## src/rtl/mux_two_16bit.sv

```systemverilog
// Two-input WIDTH-bit selector with a registered output.
// The result appears one clock after the inputs. Reset is asynchronous and clears the result.
module mux_two_16bit #(
  parameter int unsigned WIDTH = 16
) (
  input  logic             clk,
  input  logic             reset,
  input  logic [WIDTH-1:0] select1,
  input  logic [WIDTH-1:0] select2,
  input  logic             control,
  output logic [WIDTH-1:0] result
);

  logic [WIDTH-1:0] result_d;

  // Only a definite 1 picks select2; 0, X and Z all fall back to select1.
  always_comb begin
    result_d = select1;
    if (control == 1'b1) begin
      result_d = select2;
    end
  end

  always_ff @(posedge clk or posedge reset) begin
    if (reset) begin
      result <= '0;
    end else begin
      result <= result_d;
    end
  end

endmodule

```

## config.mk

```make
export PLATFORM = sky130hd
export DESIGN_NAME = mux_two_16bit
export DESIGN_NICKNAME = d
export VERILOG_FILES = /design/src/rtl/mux_two_16bit.sv
export SDC_FILE = /design/constraint.sdc
export NUM_CORES = 1
export LEC_CHECK = 0
export CAP_MARGIN = 30
export CORE_MARGIN = 8
export CORE_UTILIZATION = 32
export CTS_CLUSTER_DIAMETER = 120
export DETAILED_ROUTE_END_ITERATION = 10
export HOLD_SLACK_MARGIN = 0.1
export PLACE_DENSITY = 0.8
export SLEW_MARGIN = 20
export SYNTH_ARGS = -nofsm -noshare
export SYNTH_HDL_FRONTEND = slang
export SYNTH_SLANG_ARGS = --single-unit
```

## constraint.sdc

```tcl
create_clock -name clk -period 0.8 [get_ports clk]
set_input_delay 0.16 -clock clk [delete_from_list [all_inputs] [get_ports clk]]
set_output_delay 0.16 -clock clk [all_outputs]
set_load 0.01 [all_outputs]
```

Yosys cells after proc, flatten, opt, wreduce, memory -nomap -nowiden
Index checks and enable logic that the tools add are counted.
{"block": "totals", "wordCells": 2, "reg_bits": 16, "input_bits": 35, "rom_bits": 0, "output_inout_bits": 16, "memories": 0, "ram_bits": 0, "latchBits": 0}
{"block": "op_classes", "n_lt_le_gt_ge": 0, "mul": 0, "n_addsub": 0, "n_shift": 0, "reduce_logical": 0, "n_div": 0, "n_bitwise": 0, "muxes": 1, "eq_ne": 0}
{"op": "2-to-1 mux 16 bit", "count": 1}

Depth between registers and ports, before layout
{"block": "depth", "ltp_word": 1, "depth_mapped": 3, "depth_no_buf": 1}

Least setup slack after synthesis
Ideal clock, no wire load.
{"block": "synth_path", "path_type": "input port to flip-flop", "start": "input control", "end": "register result[10]", "path_stages": 3, "arrival_time_ns": 0.696, "path_buffers": 2, "slack_ns": -0.022, "setup_time_ns": 0.125, "required_time_ns": 0.675, "path_cell_list": "buf_6 > buf_12 > mux2_4"}
{"block": "synth_via", "elab_chain_cells": 1}
{"item": "from (decl)", "line": "10", "text": "input logic control,"}
{"item": "2-to-1 mux 16 bit", "line": "19", "text": "if (control == 1'b1) begin"}
{"item": "named net result_d[10]", "line": "14", "text": "logic [WIDTH-1:0] result_d;"}
{"item": "to (signal assigned)", "line": "28", "text": "result <= result_d;"}
{"item": "to (decl)", "line": "11", "text": "output logic [WIDTH-1:0] result"}
The timed path passes the listed nets, and every way through them passes these cells.

Worst setup path after layout
{"block": "layout_path", "start": "register result[7]", "end": "output result[7]"}
No word-level cell between the ends.

==> metrics.md <==
| Metric | Value |
|---|---|
| Syn. warnings | 0 |
| Vias in the first global route | 546 |
| Post-synth top cells | 16 x dfrtp_1, 10 x mux2_4, 6 x mux2_2 |
| Post-Syn Area per Cell | 18.7 sq um |
| CTS hold repair buffers | 0 |
| Hold/Removal Path Class | in -> async |
| Post-synth top area share | 0.613 |
| Die Span Y | 61.2 um |
| #FFs+latches synth | 16 |
| P_leak | 0.570 nW |
| Clock Sinks | 16 |
| Routability cong. | 0.636 |
| CTS Buffer Depth | 2 |
| Ant. Diodes | 0 |
| Core Rows | 16 |
| Final Critical Period | 959 ps |
| First-pass GRT wire length | 2.53 mm |
| Top Registers | result: 16 flops |
| Die outline width | 61.2 um |
| Max incr delay on CP | 380 ps |
| Top reg by flops | result |
| Final #Nets | 126 |
| Largest area contributor in the netlist | dfrtp_1 |
| Seq/Total Area, Yosys | 0.613 |
| Final worst slack | -159 ps |
| CP Capture Type | output port |
| Max reg flops | 16 |
| Post-DP HPWL | 1.38 mm |
| TritonCTS clock tree | done |
| CP max FO | 1 |
| Finished layout cell area | 1240 sq um |
| Pwr dens | 1530 nW/um^2 |
| DIE AREA | 3740 sq um |
| Wire per inst | 14.4 um |
| Cell count after synthesis | 35 |
| Max cap viols | 0 |
| Req. time, crit path | 640 ps |
| Share of cells above drive strength 1 | 0.444 |
| Synth area leaders | dfrtp_1 61%, mux2_4 23%, mux2_2 10% |
| Clock root cell | clkbuf_4 |
| Gr ovfl total | 0 |
| Mapped Area | 653 sq um |
| Worst IR Drop VDD | 1.08 mV |
| Vias per cell | 4.07 |
| Syn Nets | 70 |
| Critical setup path kind | reg -> out |
| Final max-slew violation count | 0 |
| Most used DFF post-synth | dfrtp_1 |
| TritonCTS Buffers | 3 |
| Yosys cell types | 6 |
| Ys async rst share | 1.00 |
| Initial antenna violation count | 0 |
| Area growth, synth to finish | 89.3% |
| Initial core utilization | 0.336 |
| Vias post-DR | 476 |
| Top achievable clock speed | 1.04 GHz |
| Fillers | 159 |
| RSZ-0062 raised after global routing | true |
| Area after DPL | 1200 sq um |
| Setup tns final | -2300 ps |
| CP Launch Type | flop |
| Total wire length | 1.68 mm |
| Largest net degree at the start of global routing | 17 |
| Initial DRT Pass Iterations | 2 |
| GR Util All Layers | 0.0964 |
| Slowest CP cell | dfrtp_1 |
| Count leader, synth | dfrtp_1 |
| Status | complete, but fails checks |
| DRT iter0 DRCs | 1 |
| Least-Margin Pin Slew | 99.0 ps |
| Buf/Inv on CP | 1 |
| H-tree Lvls | 1 |
| Max-slew headroom at the worst pin | 0.934 |
| Core ar. | 1940 sq um |
| CTS clk-pin slew, worst paths | 100 ps |
| Period utilization | 1.20 |
| ANT nets after route | 0 |
| Post-synth EDFFs | 0 |
| Final hold viol count | 0 |
| DRC Markers | 0 |
| Kind of cell adding the most delay to the critical path | flip-flops |
| Failing checks | negative setup slack |
| Final Setup Violations | 16 |
| IO Pins | 51 |
| Cells along the critical path | buf_2 |
| CP Data Arrival Time | 800 ps |
| Input/output buffers | 50 |
final timing paths:
kind / startpoint / end / slack (ps) / depth (start not counted)
min in group clk: control / result[1] / 400 / 3
hold / removal: reset / result[7] / 170 / 3
max in group asynchronous: reset / result[6] / 510 / 3
setup / recovery: result[7] / result[7] / -160 / 1
per-layer routing:
layer / GRT usage / vias to the layer above / wire, um
li1: - / 227 / -
met1: 0.0879 / 216 / 545
met2: 0.157 / 33 / 897
met3: 0.0752 / 0 / 240
met4: 0.0399 / 0 / 0
met5: 0 / - / 0
final cells by class:
class / count / area (sq um) / area share
repair buffers: 53 / 544 / 0.440
flip-flops and latches: 16 / 400 / 0.324
multi-input cells: 16 / 218 / 0.176
clock buffers: 4 / 36.3 / 0.0294
well taps: 27 / 33.8 / 0.0273
inverters: 1 / 3.75 / 0.00304
cells by family (layout without fill, tap and decap cells):
group	count (synthesis)	after routing	share of synthesized area
flip-flops	16	16	0.613
buffers and inverters	3	58	0.0536
multiplexers	16	16	0.333
report_power, final:
part / internal, mW / switching, mW
logic: 0.337 / 0.133
clock network: 0.277 / 0.251
registers: 0.869 / 0.0205
total: 1.48 / 0.405
cells in the final DEF (no fill, tap or decap):
cell	count
clkdlybuf4s50_1	33
dfrtp_1	16
mux2_4	10
buf_6	8
buf_2	8
mux2_2	6
clkbuf_4	3
buf_12	2
inv_1	1
clkbuf_8	1
bufbuf_16	1
clkdlybuf4s15_2	1
per-stage QoR:
| stage | hold slack (ps) | setup slack (ps) | total power [mW] | util | instances |
|---|---|---|---|---|---|
| finish | 172 | -159 | 1.89 | 0.637 | 117 |
| global placement | 482 | -502 | 1.38 | 0.616 | 112 |
| detailed placement | 485 | -524 | 1.39 | 0.616 | 112 |
| CTS | 174 | -170 | 1.88 | 0.620 | 117 |
| floorplan | 73.7 | -17.9 | 1.07 | - | 35 |
| global route | 180 | -198 | 1.98 | 0.637 | 117 |
what timing repair did:
item / in CTS / in global routing
endpoints found under the setup margin: 32 / 16
setup buffers: 0 / 0
gates resized for setup: 70 / 6
gates cloned: 1 / 0
(Power assumes the default switching activity.)
